<file path="config.mk">
export PLATFORM = sky130hd
export DESIGN_NAME = vram_arbiter_flat
export DESIGN_NICKNAME = d
export VERILOG_FILES = /design/src/rtl/vram_arbiter_if.sv /design/src/rtl/vram_arbiter.sv /design/src/flat_wrapper.sv
export SDC_FILE = /design/constraint.sdc
export NUM_CORES = 1
export LEC_CHECK = 0
export ABC_CLOCK_PERIOD_IN_PS = 2000
export CAP_MARGIN = 10
export CORE_ASPECT_RATIO = 0.7
export CORE_MARGIN = 3
export CORE_UTILIZATION = 37
export CTS_CLUSTER_DIAMETER = 150
export CTS_CLUSTER_SIZE = 40
export DETAILED_ROUTE_END_ITERATION = 16
export PLACE_DENSITY_LB_ADDON = 0.05
export SETUP_SLACK_MARGIN = 0.2
export SYNTH_ARGS = -nofsm -noshare
export SYNTH_HDL_FRONTEND = slang
export SYNTH_SLANG_ARGS = --single-unit
</file>
<file path="constraint.sdc">
create_clock -name clk -period 2 [get_ports clk]
set_input_delay 0.4 -clock clk [delete_from_list [all_inputs] [get_ports clk]]
set_output_delay 0.4 -clock clk [all_outputs]
set_load 0.01 [all_outputs]
</file>
<file path="src/rtl/vram_arbiter_if.sv">
// Bundle of display, host, clear and VRAM-macro signals seen by vram_arbiter.
// The slave modport is the arbiter's view; master is the surrounding system's view.
interface vram_arbiter_if #(
   parameter int unsigned AW = 11,
   parameter int unsigned DW = 8
);
   logic          disp_req;
   logic [AW-1:0] disp_addr;
   logic [DW-1:0] disp_data;
   logic          host_valid;
   logic          host_ready;
   logic          host_we;
   logic [AW-1:0] host_addr;
   logic [DW-1:0] host_wdata;
   logic          host_rvalid;
   logic [DW-1:0] host_rdata;
   logic          clr_start;
   logic [DW-1:0] clr_value;
   logic          clr_busy;
   logic [AW-1:0] sram_addr;
   logic          sram_we;
   logic [DW-1:0] sram_wdata;
   logic [DW-1:0] sram_rdata;

   modport slave (
      input  disp_req, disp_addr, host_valid, host_we, host_addr, host_wdata,
             clr_start, clr_value, sram_rdata,
      output disp_data, host_ready, host_rvalid, host_rdata, clr_busy,
             sram_addr, sram_we, sram_wdata
   );

   modport master (
      output disp_req, disp_addr, host_valid, host_we, host_addr, host_wdata,
             clr_start, clr_value, sram_rdata,
      input  disp_data, host_ready, host_rvalid, host_rdata, clr_busy,
             sram_addr, sram_we, sram_wdata
   );
endinterface

</file>
<file path="src/rtl/vram_arbiter.sv">
// Single-port VRAM arbiter: display reads first, queued host commands next, then fill.
// Define VRAM_CLEAR_EN to build the hardware screen-clear engine (DRAIN/CLEAR FSM).
module vram_arbiter #(
   parameter int unsigned AW    = 11,
   parameter int unsigned DW    = 8,
   parameter int unsigned DEPTH = 4
) (
   input  logic                clk,
   input  logic                rst,
   vram_arbiter_if.slave       bus
);
   localparam int unsigned PW = $clog2(DEPTH);
   localparam int unsigned EW = 1 + AW + DW;

   logic [EW-1:0] r_fifo [DEPTH];
   logic [PW:0]   r_wptr;
   logic [PW:0]   r_rptr;
   logic          r_last_disp;
   logic          r_host_rd;
   logic [DW-1:0] r_disp_hold;

   logic          w_empty;
   logic          w_full;
   logic          w_push;
   logic          w_pop;
   logic [EW-1:0] w_head;
   logic          w_head_we;
   logic [AW-1:0] w_head_addr;
   logic [DW-1:0] w_head_wdata;
   logic          w_clr_slot;
   logic [AW-1:0] w_clr_addr;
   logic [DW-1:0] w_clr_val;

   assign w_empty      = (r_wptr == r_rptr);
   assign w_full       = (r_wptr[PW] != r_rptr[PW]) && (r_wptr[PW-1:0] == r_rptr[PW-1:0]);
   assign w_head       = r_fifo[r_rptr[PW-1:0]];
   assign w_head_we    = w_head[EW-1];
   assign w_head_addr  = w_head[AW+DW-1:DW];
   assign w_head_wdata = w_head[DW-1:0];
   assign w_push       = bus.host_valid & bus.host_ready;
   assign w_pop        = !bus.disp_req & !w_empty;

   // Storage carries no reset; validity is tracked by the pointers alone.
   always_ff @(posedge clk) begin
      if (w_push) begin
         r_fifo[r_wptr[PW-1:0]] <= {bus.host_we, bus.host_addr, bus.host_wdata};
      end
   end

   always_ff @(posedge clk or posedge rst) begin
      if (rst) begin
         r_wptr      <= '0;
         r_rptr      <= '0;
         r_last_disp <= 1'b0;
         r_host_rd   <= 1'b0;
         r_disp_hold <= '0;
      end else begin
         if (w_push) r_wptr <= r_wptr + (PW+1)'(1);
         if (w_pop)  r_rptr <= r_rptr + (PW+1)'(1);
         r_last_disp <= bus.disp_req;
         r_host_rd   <= w_pop & !w_head_we;
         if (r_last_disp) r_disp_hold <= bus.sram_rdata;
      end
   end

   assign bus.disp_data   = r_last_disp ? bus.sram_rdata : r_disp_hold;
   assign bus.host_rvalid = r_host_rd;
   assign bus.host_rdata  = bus.sram_rdata;

`ifdef VRAM_CLEAR_EN
   typedef enum logic [1:0] {StIdle, StDrain, StClear} state_e;

   state_e        r_state, w_state_next;
   logic [AW-1:0] r_clr_addr, w_clr_addr_next;
   logic [DW-1:0] r_clr_val, w_clr_val_next;

   always_ff @(posedge clk or posedge rst) begin
      if (rst) begin
         r_state    <= StIdle;
         r_clr_addr <= '0;
         r_clr_val  <= '0;
      end else begin
         r_state    <= w_state_next;
         r_clr_addr <= w_clr_addr_next;
         r_clr_val  <= w_clr_val_next;
      end
   end

   // FIFO is necessarily empty in CLEAR since host_ready is held low from DRAIN on.
   assign w_clr_slot = (r_state == StClear) & !bus.disp_req & w_empty;

   always_comb begin
      w_state_next    = r_state;
      w_clr_addr_next = r_clr_addr;
      w_clr_val_next  = r_clr_val;
      unique case (r_state)
         StIdle: begin
            if (bus.clr_start) begin
               w_state_next   = StDrain;
               w_clr_val_next = bus.clr_value;
            end
         end
         StDrain: begin
            if (w_empty) begin
               w_state_next    = StClear;
               w_clr_addr_next = '0;
            end
         end
         StClear: begin
            if (w_clr_slot) begin
               w_clr_addr_next = r_clr_addr + AW'(1);
               if (r_clr_addr == {AW{1'b1}}) w_state_next = StIdle;
            end
         end
         default: w_state_next = StIdle;
      endcase
   end

   assign w_clr_addr     = r_clr_addr;
   assign w_clr_val      = r_clr_val;
   assign bus.host_ready = !w_full & (r_state == StIdle);
   assign bus.clr_busy   = (r_state != StIdle);
`else
   logic w_unused_clr;

   assign w_unused_clr   = ^{bus.clr_start, bus.clr_value};
   assign w_clr_slot     = 1'b0;
   assign w_clr_addr     = '0;
   assign w_clr_val      = '0;
   assign bus.host_ready = !w_full;
   assign bus.clr_busy   = 1'b0;
`endif

   always_comb begin
      bus.sram_we    = 1'b0;
      bus.sram_addr  = w_head_addr;
      bus.sram_wdata = '0;
      if (bus.disp_req) begin
         bus.sram_addr = bus.disp_addr;
      end else if (!w_empty) begin
         bus.sram_we = w_head_we;
         if (w_head_we) bus.sram_wdata = w_head_wdata;
      end else if (w_clr_slot) begin
         bus.sram_addr  = w_clr_addr;
         bus.sram_we    = 1'b1;
         bus.sram_wdata = w_clr_val;
      end
   end
endmodule

</file>
<file path="src/flat_wrapper.sv">
// flat-port wrapper written by rule: the top's interface ports become plain ports
module vram_arbiter_flat 
#(
   parameter int unsigned AW    = 11,
   parameter int unsigned DW    = 8,
   parameter int unsigned DEPTH = 4
)
  (clk, rst, bus_disp_req, bus_disp_addr, bus_host_valid, bus_host_we, bus_host_addr, bus_host_wdata, bus_clr_start, bus_clr_value, bus_sram_rdata, bus_disp_data, bus_host_ready, bus_host_rvalid, bus_host_rdata, bus_clr_busy, bus_sram_addr, bus_sram_we, bus_sram_wdata);
  vram_arbiter_if #(.AW(AW), .DW(DW)) bus_i ();
  input  logic clk;
  input  logic rst;
  input wire logic [$bits(bus_i.disp_req)-1:0] bus_disp_req;
  input wire logic [$bits(bus_i.disp_addr)-1:0] bus_disp_addr;
  input wire logic [$bits(bus_i.host_valid)-1:0] bus_host_valid;
  input wire logic [$bits(bus_i.host_we)-1:0] bus_host_we;
  input wire logic [$bits(bus_i.host_addr)-1:0] bus_host_addr;
  input wire logic [$bits(bus_i.host_wdata)-1:0] bus_host_wdata;
  input wire logic [$bits(bus_i.clr_start)-1:0] bus_clr_start;
  input wire logic [$bits(bus_i.clr_value)-1:0] bus_clr_value;
  input wire logic [$bits(bus_i.sram_rdata)-1:0] bus_sram_rdata;
  output wire logic [$bits(bus_i.disp_data)-1:0] bus_disp_data;
  output wire logic [$bits(bus_i.host_ready)-1:0] bus_host_ready;
  output wire logic [$bits(bus_i.host_rvalid)-1:0] bus_host_rvalid;
  output wire logic [$bits(bus_i.host_rdata)-1:0] bus_host_rdata;
  output wire logic [$bits(bus_i.clr_busy)-1:0] bus_clr_busy;
  output wire logic [$bits(bus_i.sram_addr)-1:0] bus_sram_addr;
  output wire logic [$bits(bus_i.sram_we)-1:0] bus_sram_we;
  output wire logic [$bits(bus_i.sram_wdata)-1:0] bus_sram_wdata;
  assign bus_i.disp_req = bus_disp_req;
  assign bus_i.disp_addr = bus_disp_addr;
  assign bus_i.host_valid = bus_host_valid;
  assign bus_i.host_we = bus_host_we;
  assign bus_i.host_addr = bus_host_addr;
  assign bus_i.host_wdata = bus_host_wdata;
  assign bus_i.clr_start = bus_clr_start;
  assign bus_i.clr_value = bus_clr_value;
  assign bus_i.sram_rdata = bus_sram_rdata;
  assign bus_disp_data = bus_i.disp_data;
  assign bus_host_ready = bus_i.host_ready;
  assign bus_host_rvalid = bus_i.host_rvalid;
  assign bus_host_rdata = bus_i.host_rdata;
  assign bus_clr_busy = bus_i.clr_busy;
  assign bus_sram_addr = bus_i.sram_addr;
  assign bus_sram_we = bus_i.sram_we;
  assign bus_sram_wdata = bus_i.sram_wdata;
  vram_arbiter #(.AW(AW), .DW(DW), .DEPTH(DEPTH)) u_core (.clk(clk), .rst(rst), .bus(bus_i));
endmodule
</file>
==> results of run 1 <==
[final timing paths]
check | startpoint | end | depth (start not counted) | slack (ns)
min in group clk | u_core.r_disp_hold[7] | u_core.r_disp_hold[7] | 1 | 0.50
max in group asynchronous | rst | u_core.r_last_disp | 3 | 1.42
setup / recovery | u_core.r_rptr[0] | bus_sram_wdata[0] | 7 | -0.37
hold / removal | rst | u_core.bus.host_rvalid | 3 | 0.38
setup reg to reg | u_core.r_rptr[0] | u_core.r_wptr[1] | 7 | 0.12
hold reg to reg | u_core.r_disp_hold[7] | u_core.r_disp_hold[7] | 1 | 0.50
[routing by layer]
layer | part of all wire, % | up-vias | track usage [%]
li1 | - | 1108 | -
met1 | 49 | 1193 | 20.3
met2 | 45 | 53 | 23.8
met3 | 4.8 | 8 | 4.78
met4 | 1.3 | 0 | 4.67
met5 | 0 | - | 0
[per-stage QoR]
step	worst slack, ns	setup TNS, ns
floorplan	0.184	0
global placement	-0.363	-6.27
global route	-0.423	-7.46
finish	-0.366	-6.25
CTS	-0.365	-5.78
detailed placement	-0.335	-6.34
[area by class of cell]
cell class,instances,area [µm²]
fillers,847,4420
repair buffers,146,1500
well taps,132,165
clock buffers,10,229
flip-flops and latches,96,2810
clock inverters,6,115
multi-input cells,101,1180
inverters,6,22.5
[worst reg2reg max path, delay by kind of cell (launching register included)]
family / cells / cell delay [ns]
xor+xnor: 1 / 0.16
flops: 1 / 0.44
buf+inv: 4 / 0.56
mux: 1 / 0.34
compound gates: 1 / 0.27
[report_power, final]
part	switching [W]	internal, W	total [W]
registers	0.000183	0.00268	0.00286
clock network	0.000729	0.00123	0.00196
logic	0.00177	0.00237	0.00414
total	0.00268	0.00628	0.00896
[synth_stat cells (all sizes together)]
cell    count
edfxtp     80
nand2      34
mux4       20
dfrtp      16
buf        15
mux2       10
nor2b       8
inv         6
xnor2       6
ha          5
and3        3
clkbuf      3
nor2        3
xor2        3
nand3       2
o311ai      2
o31ai       2
a21o        1
a31oi       1
conb        1
[flip-flops by register name, indices dropped and copies added, names as in the netlist]
signal / count
u_core.r_wptr: 3
u_core.r_disp_hold: 8
u_core.r_fifo: 80
u_core.r_rptr: 3
u_core.bus.host_rvalid: 1
u_core.r_last_disp: 1
[logic make-up (layout without fill, tap and decap cells)]
family | count (synthesis) | count (layout) | synth area share [%]
other | 1 | 1 | 0.0940
flip-flops | 96 | 96 | 70.3
AND/OR/NAND/NOR | 50 | 50 | 5.46
multiplexers | 30 | 30 | 14.3
adder cells (fa/ha/maj) | 5 | 5 | 1.57
AO/OA/AOI/OAI | 6 | 6 | 2.07
buffers and inverters | 24 | 168 | 3.42
XOR/XNOR | 9 | 9 | 2.82
[what timing repair did]
action / CTS / global route
pin swaps: 13 / 7
endpoints found under the setup margin: 116 / 109
resized for setup: 170 / 14
hold buffers: 0 / 0
buffers inserted: 25 / 7
cloned: 1 / 6
==> results.ini, run 1 <==
[status]
status = finished, violations left
violations = setup timing

[worst_setup_path]
crit_required_ns = 1.60
cp_slowest_cell = dfrtp_2
cp_num_buf_inv = 5
critPathMaxFanout = 5
cp-start-kind = register
worst_ep_arrival_time_ns = 1.97
path_common_cell = buf_6
worst_setup_path_end_kind = primary output
crit_type = register to primary output
path_delay_family = buffers and inverters
cp_slowest_stage_delay_ns = 0.44
path_cells = buf_12, buf_6, buf_8, buf_6, mux4_2, nor2b_1, buf_2

[drt]
drtPass1Iterations = 4
vias = 2362
drt_iter0_markers = 137
finalWirelength_mm = 9.27
routedWlPerCell_um = 18.7
antenna_left = 0
vias_per_cell = 4.75
drc = 0

[synth]
synth_top_area_share_pct = 60.2
yosysSeqAreaShare_pct = 70.3
synth_warnings = 0
synthTopCellsByArea = edfxtp_1, mux4_2, dfrtp_1
avgSynthCellArea_um2 = 18.0
postSynthCellCount = 221
syn_area_um2 = 3990
yosys.area.top_type = edfxtp_1
synth_cell_type_count = 26
syn_nets = 278
ys_ff_latch = 96

[clock_network]
cts-root-buf = clkbuf_16
ctsHtreeMaxLevel = 3
clkSinkCount = 96
numCtsBuffers = 9
tritoncts = built
clockBufferDepth = 2
clock_latency_ns = 0.34
clk_pin_slew_ns = 0.07

[floorplan]
initial_utilization_pct = 38.2
die_w_um = 130
rows = 31
core_um2 = 10400
die_area_um2 = 12100
boundaryPins = 91
die_h_um = 92.9

[global_route]
overflow = 0
antenna_found_initial = 0
grt_max_degree = 21
grt_pass1_vias = 2452
groute.usage.overall_pct = 15.2
grt_pass1_wl_mm = 13.3

[placed_design]
port_buffers = 80
dpl.cell_count = 442
dpl_cell_area_um2 = 5110
gp_congestion = 0.734
post-dp-hpwl_mm = 5.22

[final_layout]
syn2layout_area_growth_pct = 50.9
final_common_cell = edfxtp_1
diodes = 0
nNetsFinal = 417
drive_above_1_share_pct = 44.9
utilization_pct = 57.7
stdcell_area_um2 = 6020
fin_cells = 497
layout_common_cells = edfxtp_1, clkdlybuf4s50_1, buf_6, buf_4, nand2_1

[power_and_ir_drop]
p_leak_nw = 2.34
power_density_nw_per_um2 = 1490
vdd_drop_max_mv = 0.558
power_w = 0.00896

[sta]
worst_pin_slew_ns = 0.504
period_needed_ns = 2.37
post-route-period-util_pct = 118
holdWs_ns = 0.379
fmax_ghz = 0.423
final.setup_skew_ns = 0.00656
setup_slack_ns = -0.366
final-setup-viol-count = 20
finalMaxSlewViolations = 0
hold_viol = 0
relSlewSlack_pct = 66.1
rsz0062_at_grt = yes

[flow_run]
maxCapViolations = 0

[min_path]
holdCritPathClass = input port to async pin

No activity file was read; power rests on OpenSTA's default activity.
==> run 2: changes to the inputs <==
Settings changed: SKIP_LAST_GASP from default to 1.
==> run 2 against run 1 <==
- the flow still finishes with violations (setup timing)
- count of clock-buffer cells in the layout did not move
- highest routed layer unchanged
- hold slack gained 0.0012 ns
- critical path type unchanged
- global-route usage decreased by 0.18 points
- critical endpoint unchanged
- first-iteration DRC count is 36% lower
- wire length decreased by 9.7%
- design area decreased by 2.4%
- critical path depth stayed put
- power is 3.6% lower
- non-clock buffer count down 6
==> results.ini, run 2 (synthesis gave the netlist of run 1 again) <==
[final_layout]
final_common_cell = edfxtp_1
drive_above_1_share_pct = 43.7
syn2layout_area_growth_pct = 47.2
fin_cells = 491
largest_reg_flops = 80
layout_common_cells = edfxtp_1, clkdlybuf4s50_1, buf_4
stdcell_area_um2 = 5870
nNetsFinal = 411
diodes = 0

[drt]
antenna_left = 0
finalWirelength_mm = 8.37
vias = 2291
drtPass1Iterations = 4
drt_iter0_markers = 88
vias_per_cell = 4.67
drc = 0
routedWlPerCell_um = 17.1

[worst_setup_path]
path_delay_family = buffers and inverters
cp_num_buf_inv = 5
worst_ep_arrival_time_ns = 1.95
reg2reg_depth = 7
path_common_cell = buf_6
r2r-start = u_core.r_rptr[0]
crit_type = register to primary output
critPathMaxFanout = 5
path_cells = buf_12, buf_6, buf_8, buf_6, mux4_2, nor2b_1, buf_2
r2r_end = u_core.r_wptr[1]
cp_slowest_stage_delay_ns = 0.44
cp-start-kind = register
crit_required_ns = 1.60
r2r_slack_ns = 0.13
cp_slowest_cell = dfrtp_2
worst_setup_path_end_kind = primary output
crit_start = u_core.r_rptr[0]

[placed_design]
post-dp-hpwl_mm = 5.22
dpl.cell_count = 442
port_buffers = 80
gp_congestion = 0.734
place_ws_ns = -0.335
dpl_cell_area_um2 = 5110

[floorplan]
rows = 31
initial_utilization_pct = 38.2
die_area_um2 = 12100
boundaryPins = 91
die_h_um = 92.9
core_um2 = 10400
die_w_um = 130

[global_route]
groute.usage.overall_pct = 15.0
grt_pass1_vias = 2439
grt_pass1_wl_mm = 13.2
overflow = 0
antenna_found_initial = 0
grt_max_degree = 21

[clock_network]
cts-root-buf = clkbuf_16
cts.hold.buffers_added = 0
numCtsBuffers = 9
clkSinkCount = 96
clockBufferDepth = 2
clock_latency_ns = 0.34
tritoncts = built
ctsHtreeMaxLevel = 3
clk_pin_slew_ns = 0.06

[flow_run]
maxCapViolations = 0

[power_and_ir_drop]
power_density_nw_per_um2 = 1470
power_w = 0.00864
p_leak_nw = 2.28
vdd_drop_max_mv = 0.565

[sta]
final-setup-viol-count = 20
post-route-period-util_pct = 118
setup_slack_ns = -0.352
period_needed_ns = 2.35
finalMaxSlewViolations = 0
hold_viol = 0
holdWs_ns = 0.380
fmax_ghz = 0.425
final.setup_skew_ns = 0.00675
rsz0062_at_grt = yes
relSlewSlack_pct = 66.4
worst_pin_slew_ns = 0.501

[min_path]
holdCritPathClass = input port to async pin

[status]
status = finished, violations left
violations = setup timing

-- run 2: worst min-delay path: cells and delay by family --
kind                   cells  cell delay [ns]
buffers and inverters      3             0.69
-- run 2: final cells by class --
class / instances / area (µm²)
clock inverter: 6 / 115
timing repair buffer: 140 / 1380
sequential: 96 / 2810
fill: 859 / 4560
multi-input combinational: 101 / 1160
inverter: 6 / 22.5
clock buffer: 10 / 229
tap: 132 / 165
-- run 2: worst max path at each step --
stage,end,slack [ns],depth (start not counted)
6_report,bus_sram_wdata[0],-0.35,7
5_1_grt,bus_sram_wdata[0],-0.42,7
4_1_cts,bus_sram_wdata[0],-0.37,7
3_5_place_dp,bus_sram_wdata[3],-0.34,6
3_3_place_gp,bus_sram_wdata[7],-0.36,6
2_1_floorplan,u_core.r_fifo[0][0],0.18,5
-- run 2: per-layer routing --
metal / track usage, % / wire, µm
met5: 0 / 0
met1: 20.2 / 3900
met3: 4.78 / 435
met4: 4.67 / 122
met2: 23.3 / 3920
-- run 2: what timing repair did --
| item | 4_1_cts | 5_1_grt |
|---|---|---|
| pin swaps | 13 | 6 |
| cloned | 1 | 0 |
| setup buffers | 25 | 7 |
| gates resized for setup | 156 | 19 |
| endpoints found under the setup margin | 116 | 109 |
-- run 2: metrics by stage --
step	util [%]	TNS, ns
3_3_place_gp	49.0	-6.27
4_1_cts	55.0	-5.84
6_report	56.3	-6.09
5_1_grt	56.3	-7.46
3_5_place_dp	49.0	-6.34
2_1_floorplan	-	0
-- run 2: power by group --
part | total (W) | switching [W] | internal, W
clock network | 0.00195 | 0.000721 | 0.00123
registers | 0.00285 | 0.000172 | 0.00268
logic | 0.00384 | 0.00164 | 0.00220
total | 0.00864 | 0.00253 | 0.00611
